## src/rtl/rr_capture_arbiter.sv

```systemverilog
// Round-robin arbiter sharing one registered DW-bit capture stage among N_REQ requesters.
// Latency: request to grant 1 edge, grant to first captured beat 1 further edge; no bubble on re-grant.
// No downstream backpressure: a granted requester is captured every edge it holds i_req, up to MAX_BURST beats.
module rr_capture_arbiter #(
  parameter int N_REQ     = 4,
  parameter int DW        = 8,
  parameter int MAX_BURST = 4,
  parameter int IW        = 2
) (
  input  logic               clk,
  input  logic               rstn,
  input  logic [N_REQ-1:0]   i_req,
  input  logic [N_REQ*DW-1:0] i_data,
  output logic [N_REQ-1:0]   o_gnt,
  output logic               o_valid,
  output logic [DW-1:0]      o_data,
  output logic [IW-1:0]      o_src,
  output logic               o_busy
);

  localparam logic [0:0] ST_IDLE  = 1'b0;
  localparam logic [0:0] ST_GRANT = 1'b1;

  // Beat counter is 4 bits, enough for MAX_BURST up to 15.
  localparam logic [3:0] CNT_LAST = 4'(MAX_BURST - 1);
  localparam logic [IW-1:0] IDX_LAST = IW'(N_REQ - 1);

  logic [0:0]       state_q, state_d;
  logic [N_REQ-1:0] gnt_q, gnt_d;
  logic [IW-1:0]    idx_q, idx_d;
  logic [3:0]       cnt_q, cnt_d;
  logic [IW-1:0]    ptr_q, ptr_d;
  logic             valid_q, valid_d;
  logic [DW-1:0]    data_q, data_d;
  logic [IW-1:0]    src_q, src_d;

  logic [IW-1:0]    g_inc;
  logic [IW-1:0]    arb_start;
  logic             win_vld;
  logic [IW-1:0]    win_idx;
  logic [N_REQ-1:0] win_oh;
  logic             rel;

  // Successor of the granted index and the scan start point: in GRANT the
  // re-arbitration on release always starts just past the current holder.
  always_comb begin
    g_inc     = (idx_q == IDX_LAST) ? '0 : idx_q + IW'(1);
    arb_start = (state_q == ST_GRANT) ? g_inc : ptr_q;
  end

  // Find the first requester at or after arb_start, wrapping modulo N_REQ.
  always_comb begin
    win_vld = 1'b0;
    win_idx = '0;
    for (int i = 0; i < N_REQ; i++) begin
      if (!win_vld && i_req[(int'(arb_start) + i) % N_REQ]) begin
        win_vld = 1'b1;
        win_idx = IW'((int'(arb_start) + i) % N_REQ);
      end
    end
    win_oh = N_REQ'(1) << win_idx;
  end

  // Next-state logic: grant, beat capture, burst limit and early-drop release.
  always_comb begin
    state_d = state_q;
    gnt_d   = gnt_q;
    idx_d   = idx_q;
    cnt_d   = cnt_q;
    ptr_d   = ptr_q;
    valid_d = 1'b0;
    data_d  = data_q;
    src_d   = src_q;
    rel     = 1'b0;
    case (state_q)
      ST_IDLE: begin
        if (win_vld) begin
          state_d = ST_GRANT;
          gnt_d   = win_oh;
          idx_d   = win_idx;
          cnt_d   = '0;
        end
      end
      ST_GRANT: begin
        if (i_req[idx_q]) begin
          valid_d = 1'b1;
          data_d  = i_data[int'(idx_q)*DW +: DW];
          src_d   = idx_q;
          if (cnt_q == CNT_LAST) begin
            rel = 1'b1;
          end else begin
            cnt_d = cnt_q + 4'd1;
          end
        end else begin
          // Early drop: output data/src keep the last captured beat.
          rel = 1'b1;
        end
        if (rel) begin
          ptr_d = g_inc;
          if (win_vld) begin
            gnt_d = win_oh;
            idx_d = win_idx;
            cnt_d = '0;
          end else begin
            gnt_d   = '0;
            state_d = ST_IDLE;
          end
        end
      end
      default: begin
        state_d = ST_IDLE;
        gnt_d   = '0;
      end
    endcase
  end

  // State and output registers, cleared asynchronously by rstn.
  always_ff @(posedge clk or negedge rstn) begin
    if (!rstn) begin
      state_q <= ST_IDLE;
      gnt_q   <= '0;
      idx_q   <= '0;
      cnt_q   <= '0;
      ptr_q   <= '0;
      valid_q <= 1'b0;
      data_q  <= '0;
      src_q   <= '0;
    end else begin
      state_q <= state_d;
      gnt_q   <= gnt_d;
      idx_q   <= idx_d;
      cnt_q   <= cnt_d;
      ptr_q   <= ptr_d;
      valid_q <= valid_d;
      data_q  <= data_d;
      src_q   <= src_d;
    end
  end

  assign o_gnt   = gnt_q;
  assign o_valid = valid_q;
  assign o_data  = data_q;
  assign o_src   = src_q;
  assign o_busy  = (state_q == ST_GRANT);

endmodule

```

## config.mk

```make
export PLATFORM = sky130hd
export DESIGN_NAME = rr_capture_arbiter
export DESIGN_NICKNAME = d
export VERILOG_FILES = /design/src/rtl/rr_capture_arbiter.sv
export SDC_FILE = /design/constraint.sdc
export NUM_CORES = 1
export LEC_CHECK = 0
export ABC_CLOCK_PERIOD_IN_PS = 5900
export BUFFER_PORTS_ARGS = -buffer_cell sky130_fd_sc_hd__buf_4
export CORE_MARGIN = 5
export CORE_UTILIZATION = 51
export DETAILED_ROUTE_END_ITERATION = 7
export HOLD_SLACK_MARGIN = 0.08
export PLACE_DENSITY = 0.81
export SYNTH_ARGS = -nofsm -noshare
export SYNTH_HDL_FRONTEND = slang
export SYNTH_SLANG_ARGS = --single-unit
```

## constraint.sdc

```tcl
create_clock -name clk -period 5.9 [get_ports clk]
set_clock_uncertainty 0.2 [all_clocks]
set_input_delay 0.59 -clock clk [delete_from_list [all_inputs] [get_ports clk]]
set_output_delay 0.59 -clock clk [all_outputs]
set_load 0.005 [all_outputs]
```

==> results of run 1 <==
-- flip-flops by register name, summed over array words and instances (netlist names) --
| register | cells |
|---|---|
| cnt_q | 4 |
| idx_q | 2 |
| o_busy | 1 |
| o_data | 8 |
| o_gnt | 4 |
| o_src | 2 |
| o_valid | 1 |
| ptr_q | 2 |
-- metal layers --
layer / global-route usage / share of wire / vias up
met5: 0 / 0 / -
met4: 0.0464 / 0.0090 / 0
met3: 0.0335 / 0.065 / 6
met1: 0.255 / 0.37 / 536
li1: - / - / 510
met2: 0.363 / 0.55 / 40
-- through the flow --
stage               setup slack [ns]  std cells  cell area, um^2
CTS                             3.28        188             1800
finish                          3.33        188             1800
global placement                3.42        183             1760
global route                    3.10        188             1800
detailed placement              3.32        183             1760
floorplan                       3.85        103             1340
-- area by class of cell --
cell class | instances | area (um^2) | area share
well taps | 30 | 37.5 | 0.0208
multi-input cells | 67 | 687 | 0.381
flip-flops and latches | 24 | 601 | 0.333
inverters | 9 | 33.8 | 0.0187
repair buffers | 54 | 408 | 0.226
clock buffers | 4 | 36.3 | 0.0201
-- cells in the mapped netlist (2+ instances only) --
library cell / number / share of area
mux2_2: 8 / 0.067
o32ai_1: 5 / 0.033
dfrtp_1: 24 / 0.45
inv_1: 9 / 0.025
mux4_2: 8 / 0.13
mux2_1: 5 / 0.042
nor2_1: 5 / 0.014
o21ai_1: 2 / 0.0075
a21oi_1: 2 / 0.0075
mux2i_1: 2 / 0.015
ha_1: 2 / 0.019
nand2_1: 3 / 0.0084
-- logic make-up (layout without fill, tap and decap cells) --
logic type	after synthesis	after routing	synth area share
AOI/OAI and AO/OA	22	22	0.139
adders and majority gates	2	2	0.0187
buffers and inverters	12	67	0.0374
muxes	25	25	0.281
and+or+nand+nor	18	18	0.0748
DFF	24	24	0.449
-- timing repair --
item | CTS | global route
hold endpoints to repair | 24 | 0
setup buffers | 0 | 0
endpoints found under the setup margin | 0 | 0
hold buffers | 1 | 0
-- worst max path at each step --
| stage | start | to | slack [ns] | depth (start not counted) |
|---|---|---|---|---|
| final | idx_q[0] | o_gnt[2] | 3.33 | 5 |
| after global routing | idx_q[0] | o_gnt[2] | 3.10 | 5 |
| after CTS | idx_q[0] | o_gnt[2] | 3.28 | 5 |
| after detailed placement | idx_q[0] | o_gnt[1] | 3.32 | 5 |
| after global placement | idx_q[0] | idx_q[0] | 3.42 | 5 |
| after floorplan | idx_q[0] | idx_q[0] | 3.85 | 5 |
-- worst reg2reg max path, cell delays in order, from the launching register on --
cell and delay [ns]:
dfrtp_1 0.81, ha_1 0.36, mux2_4 0.29, nor4_1 0.36
o32ai_1 0.15, o32ai_1 0.32
-- power by group --
| part | internal [mW] | switching (mW) | total (mW) |
|---|---|---|---|
| clock | 0.0377 | 0.0496 | 0.0873 |
| sequential | 0.236 | 0.0723 | 0.309 |
| combinational | 0.273 | 0.182 | 0.455 |
| total | 0.547 | 0.304 | 0.851 |
==> run_results.csv, run 1 <==
group,metric,value,unit
routing,vias,1092,
run_status,status,"finished clean",
synthesis,synth_warnings,0,
final_layout,nets,199,
timing,grt_setup_unrepaired,"false",
timing,fin_crit,2.57,ns
min_path,hold_path.startpoint,"o_src[1]",
die,core-area,2500,um^2
worst_setup_path,rr_endpoint,"o_gnt[2]",
grt,grt_max_degree,25,
routing,postRouteAntennaNets,0,
timing,holdWs,0.300,ns
flow_run,maxCapViolCount,0,
routing,drt-initial-drc-count,27,
grt,grt_usage,0.202,
power_and_ir_drop,ir_worst_vdd,0.356,mV
cts,clockRootBuffer,"clkbuf_4",
cts,cts_tree,"built",
die,die_h,61.2,um
worst_setup_path,cp_cell_sequence,"ha_1, mux2_4, nor4_1, o32ai_1, o32ai_1",
worst_setup_path,critPathKind,"reg2reg",
final_layout,utilization,0.721,
die,pin_count,54,
final_layout,area_growth,34.8,%
cts,clock-sinks,24,
synthesis,ys_seq_area_frac,0.449,
cts,cts_buffer_depth,2,
worst_setup_path,crit_fanout,15,
synthesis,synth_edf_count,0,
worst_setup_path,r2r_cells,5,
power_and_ir_drop,powerDensity,472,nW/um^2
timing,hold_viol,0,
routing,drt-pass1-iter-count,4,
routing,drc,0,
routing,wl,3.23,mm
cts,cts_buffers,3,
timing,timing.final.crit_share,0.436,
final_layout,antenna_cells,0,
worst_setup_path,critical_path_required,5.92,ns
grt,grt_overflow,0,
worst_setup_path,slowest_delay,0.81,ns
routing,vias_per_cell,5.81,
timing,setup_viol,0,
routing,drt-wirelength-per-cell,17.2,um
cts,post_cts_resized,0,
place,hpwl,2.53,mm
place,numPortBuffers,53,
cts,htreeDepth,1,
final_layout,final.fill_count,187,
die,dieWidth,61.2,um
synthesis,syn_nets,143,
timing,drv_slew,0,
final_layout,drive_gt1_frac,0.500,
cts,cts.clk_slew.worst_paths,0.14,ns
worst_setup_path,cp-end-kind,"flip-flop",
worst_setup_path,r2r_slack,3.33,ns
timing,worst_pin_slew,0.684,ns
min_path,whs_endpoint,"o_src[1]",
final_layout,layout_common_cells,"53 x buf_4, 24 x dfrtp_1, 9 x inv_1",
grt,grt_pass1_vias,1132,
worst_setup_path,worstSetupStartpointType,"flip-flop",
synthesis,ys_types,40,
synthesis,avgSynthCellArea,13.0,um^2
worst_setup_path,worst_path_most_repeated_cell,"o32ai_1",
timing,fmax,389,MHz
final_layout,final_common_cell,"buf_4",
grt,antenna_found_initial,0,
synthesis,postSynthCellCount,103,
die,initial_core_util,0.535,
timing,max_slew_margin,0.544,
worst_setup_path,path_buf_inv,0,
power_and_ir_drop,cellLeakagePower,0.828,nW
min_path,min_delay_path_depth,1,
synthesis,async_flop_share,1.00,
worst_setup_path,worstReg2RegStart,"idx_q[0]",
worst_setup_path,slowest_stage,"dfrtp_1",
synthesis,synth-main-ff-cell,"dfrtp_1",
min_path,hp-class,"reg2reg",
timing,fin_tns_setup,0,ns
die,rows,18,
synthesis,ys_ff_latch,24,
cts,clock_latency,0.32,ns
grt,grt_pass1_wl,5.44,mm
power_and_ir_drop,totalPowerFinal,0.851,mW
worst_setup_path,path_delay_family,"flip-flops",
worst_setup_path,critPathArrivalTime,2.59,ns
die,die_area,3750,um^2
place,place.gp.congestion,0.811,
synthesis,synth_area,1340,um^2
Note: power is estimated with default switching activity, not from simulation.
==> inputs of run 2 (changes only) <==
==> config.mk (replaced) <==
export PLATFORM = sky130hd
export DESIGN_NAME = rr_capture_arbiter
export DESIGN_NICKNAME = d
export VERILOG_FILES = /design/src/rtl/rr_capture_arbiter.sv
export SDC_FILE = /design/constraint.sdc
export NUM_CORES = 1
export LEC_CHECK = 0
export ABC_CLOCK_PERIOD_IN_PS = 2200
export BUFFER_PORTS_ARGS = -buffer_cell sky130_fd_sc_hd__buf_4
export CORE_MARGIN = 5
export CORE_UTILIZATION = 43
export DETAILED_ROUTE_END_ITERATION = 7
export HOLD_SLACK_MARGIN = 0.08
export PLACE_DENSITY = 0.72
export SYNTH_ARGS = -nofsm -noshare
export SYNTH_HDL_FRONTEND = slang
export SYNTH_SLANG_ARGS = --single-unit
==> constraint.sdc (replaced) <==
create_clock -name clk -period 2.2 [get_ports clk]
set_clock_uncertainty 0.2 [all_clocks]
set_input_delay 0.22 -clock clk [delete_from_list [all_inputs] [get_ports clk]]
set_output_delay 0.22 -clock clk [all_outputs]
set_load 0.005 [all_outputs]
==> run 2 against run 1 <==
  * Count of clock-buffer cells in the layout down 1
  * Register-to-register slack worse by 3.2 ns
  * Routed wire length down 2.2%
  * Worst hold slack worse by 0.20 ns
  * Flip-flop and latch count unchanged
  * Combinational power rose to 3.1 times the previous value
  * Global-route usage down 4.0 points
  * Clock power rose to 3.7 times the previous value
  * Highest routed layer unchanged
==> run_results.csv, run 2 (synthesis gave the netlist of run 1 again) <==
group,metric,value,unit
worst_setup_path,crit_fanout,6,
timing,fin_crit,2.10,ns
die,die_h,65.8,um
grt,grt_pass1_wl,5.42,mm
routing,wl,3.16,mm
timing,worst_slack,0.0973,ns
final_layout,utilization,0.627,
grt,grt_usage,0.162,
worst_setup_path,critPathKind,"reg2reg",
final_layout,final_common_cell,"buf_4",
power_and_ir_drop,ir_worst_vdd,0.612,mV
timing,hold_viol,0,
worst_setup_path,crit_start,"idx_q[0]",
die,dieWidth,65.8,um
grt,grt_overflow,0,
timing,fmax,476,MHz
worst_setup_path,slowest_stage,"dfrtp_1",
final_layout,antenna_cells,0,
worst_setup_path,cp_cell_sequence,"ha_1, mux2_4, and2_1, o311a_1, mux2_2",
routing,drc,0,
place,place.gp.congestion,0.823,
timing,fin_tns_setup,0,ns
place,dpl.cell_count,202,
timing,setup_viol,0,
run_status,status,"finished clean",
min_path,hp-class,"in2reg",
worst_setup_path,r2r_cells,5,
worst_setup_path,r2r_slack,0.1,ns
worst_setup_path,slowest_delay,0.41,ns
final_layout,final_cells,208,
final_layout,area_growth,41.9,%
cts,clockRootBuffer,"clkbuf_4",
die,core-area,3030,um^2
die,rows,20,
cts,clock_latency,0.32,ns
routing,vias,1090,
die,die_area,4330,um^2
power_and_ir_drop,cellLeakagePower,0.867,nW
routing,drt-initial-drc-count,57,
worst_setup_path,critPathArrivalTime,2.12,ns
place,numPortBuffers,53,
final_layout,nets,205,
grt,grt_pass1_vias,1177,
grt,grt_max_degree,25,
timing,max_slew_margin,0.713,
final_layout,layout_common_cells,"58 x buf_4, 24 x dfrtp_1, 9 x inv_1",
routing,drt-wirelength-per-cell,15.2,um
flow_run,maxCapViolCount,0,
timing,worst_pin_slew,0.431,ns
cts,post-cts-setup-buffers,0,
final_layout,drive_gt1_frac,0.524,
worst_setup_path,worstReg2RegStart,"idx_q[0]",
timing,grt_setup_unrepaired,"false",
timing,drv_slew,0,
worst_setup_path,critical_path_required,2.22,ns
cts,cts_tree,"built",
worst_setup_path,cp-end-kind,"flip-flop",
final_layout,final.fill_count,253,
timing,holdWs,0.103,ns
place,hpwl,2.51,mm
cts,htreeDepth,1,
routing,postRouteAntennaNets,0,
cts,cts_buffer_depth,2,
power_and_ir_drop,powerDensity,1290,nW/um^2
final_layout,largest_reg_flops,8,
place,dp_slack,0.124,ns
die,pin_count,54,
grt,antenna_found_initial,0,
worst_setup_path,worstSetupStartpointType,"flip-flop",
min_path,hold_path.startpoint,"i_req[3]",
die,initial_core_util,0.442,
cts,cts_buffers,3,
cts,clock-sinks,24,
routing,drt-pass1-iter-count,4,
routing,vias_per_cell,5.24,
min_path,min_delay_path_depth,4,
cts,cts.clk_slew.worst_paths,0.14,ns
timing,timing.final.crit_share,0.956,
[run 2: final timing paths]
kind                       endpoint
setup / recovery           idx_q[0]
hold / removal               o_busy
max in group asynchronous  ptr_q[0]
min in group asynchronous  cnt_q[2]
setup reg to reg           idx_q[0]
hold reg to reg            ptr_q[0]
[run 2: cell type report]
type	instances	area, um^2	share of cell area
inverter	9	33.8	0.0178
tap	44	55.1	0.0290
timing repair buffer	60	455	0.240
sequential	24	601	0.316
multi-input combinational	67	701	0.369
clock buffer	3	22.5	0.0119
clock inverter	1	30.0	0.0158
[run 2: stage by stage]
stage,total power [mW],area (um^2)
2_1_floorplan,1.64,1340
3_3_place_gp,2.06,1810
3_5_place_dp,2.11,1810
4_1_cts,2.44,1880
5_1_grt,2.64,1900
6_report,2.44,1900
[run 2: timing repair]
item / CTS / global route
hold buffers: 2 / 0
hold endpoints to repair: 25 / 0
resized for setup: 0 / 2
endpoints found under the setup margin: 0 / 3
[run 2: layer usage]
| metal | global-route usage | routed length, um |
|---|---|---|
| met5 | 0 | 0 |
| met4 | 0.0622 | 47 |
| met3 | 0.0170 | 80 |
| met2 | 0.297 | 1800 |
| met1 | 0.193 | 1230 |
[run 2: critical path: cells and delay by family (launching register included)]
kind	cells	cell delay (ns)
simple gates	1	0.18
flops	1	0.41
compound gates	1	0.34
fa+ha+maj	1	0.31
mux	2	0.57
[run 2: power by group]
part / total [mW] / switching (mW) / leakage, nW / internal, mW
Sequential: 0.731 / 0.0957 / 0.293 / 0.635
Clock: 0.324 / 0.140 / 0.0279 / 0.184
Combinational: 1.39 / 0.596 / 0.546 / 0.793
Total: 2.44 / 0.832 / 0.867 / 1.61
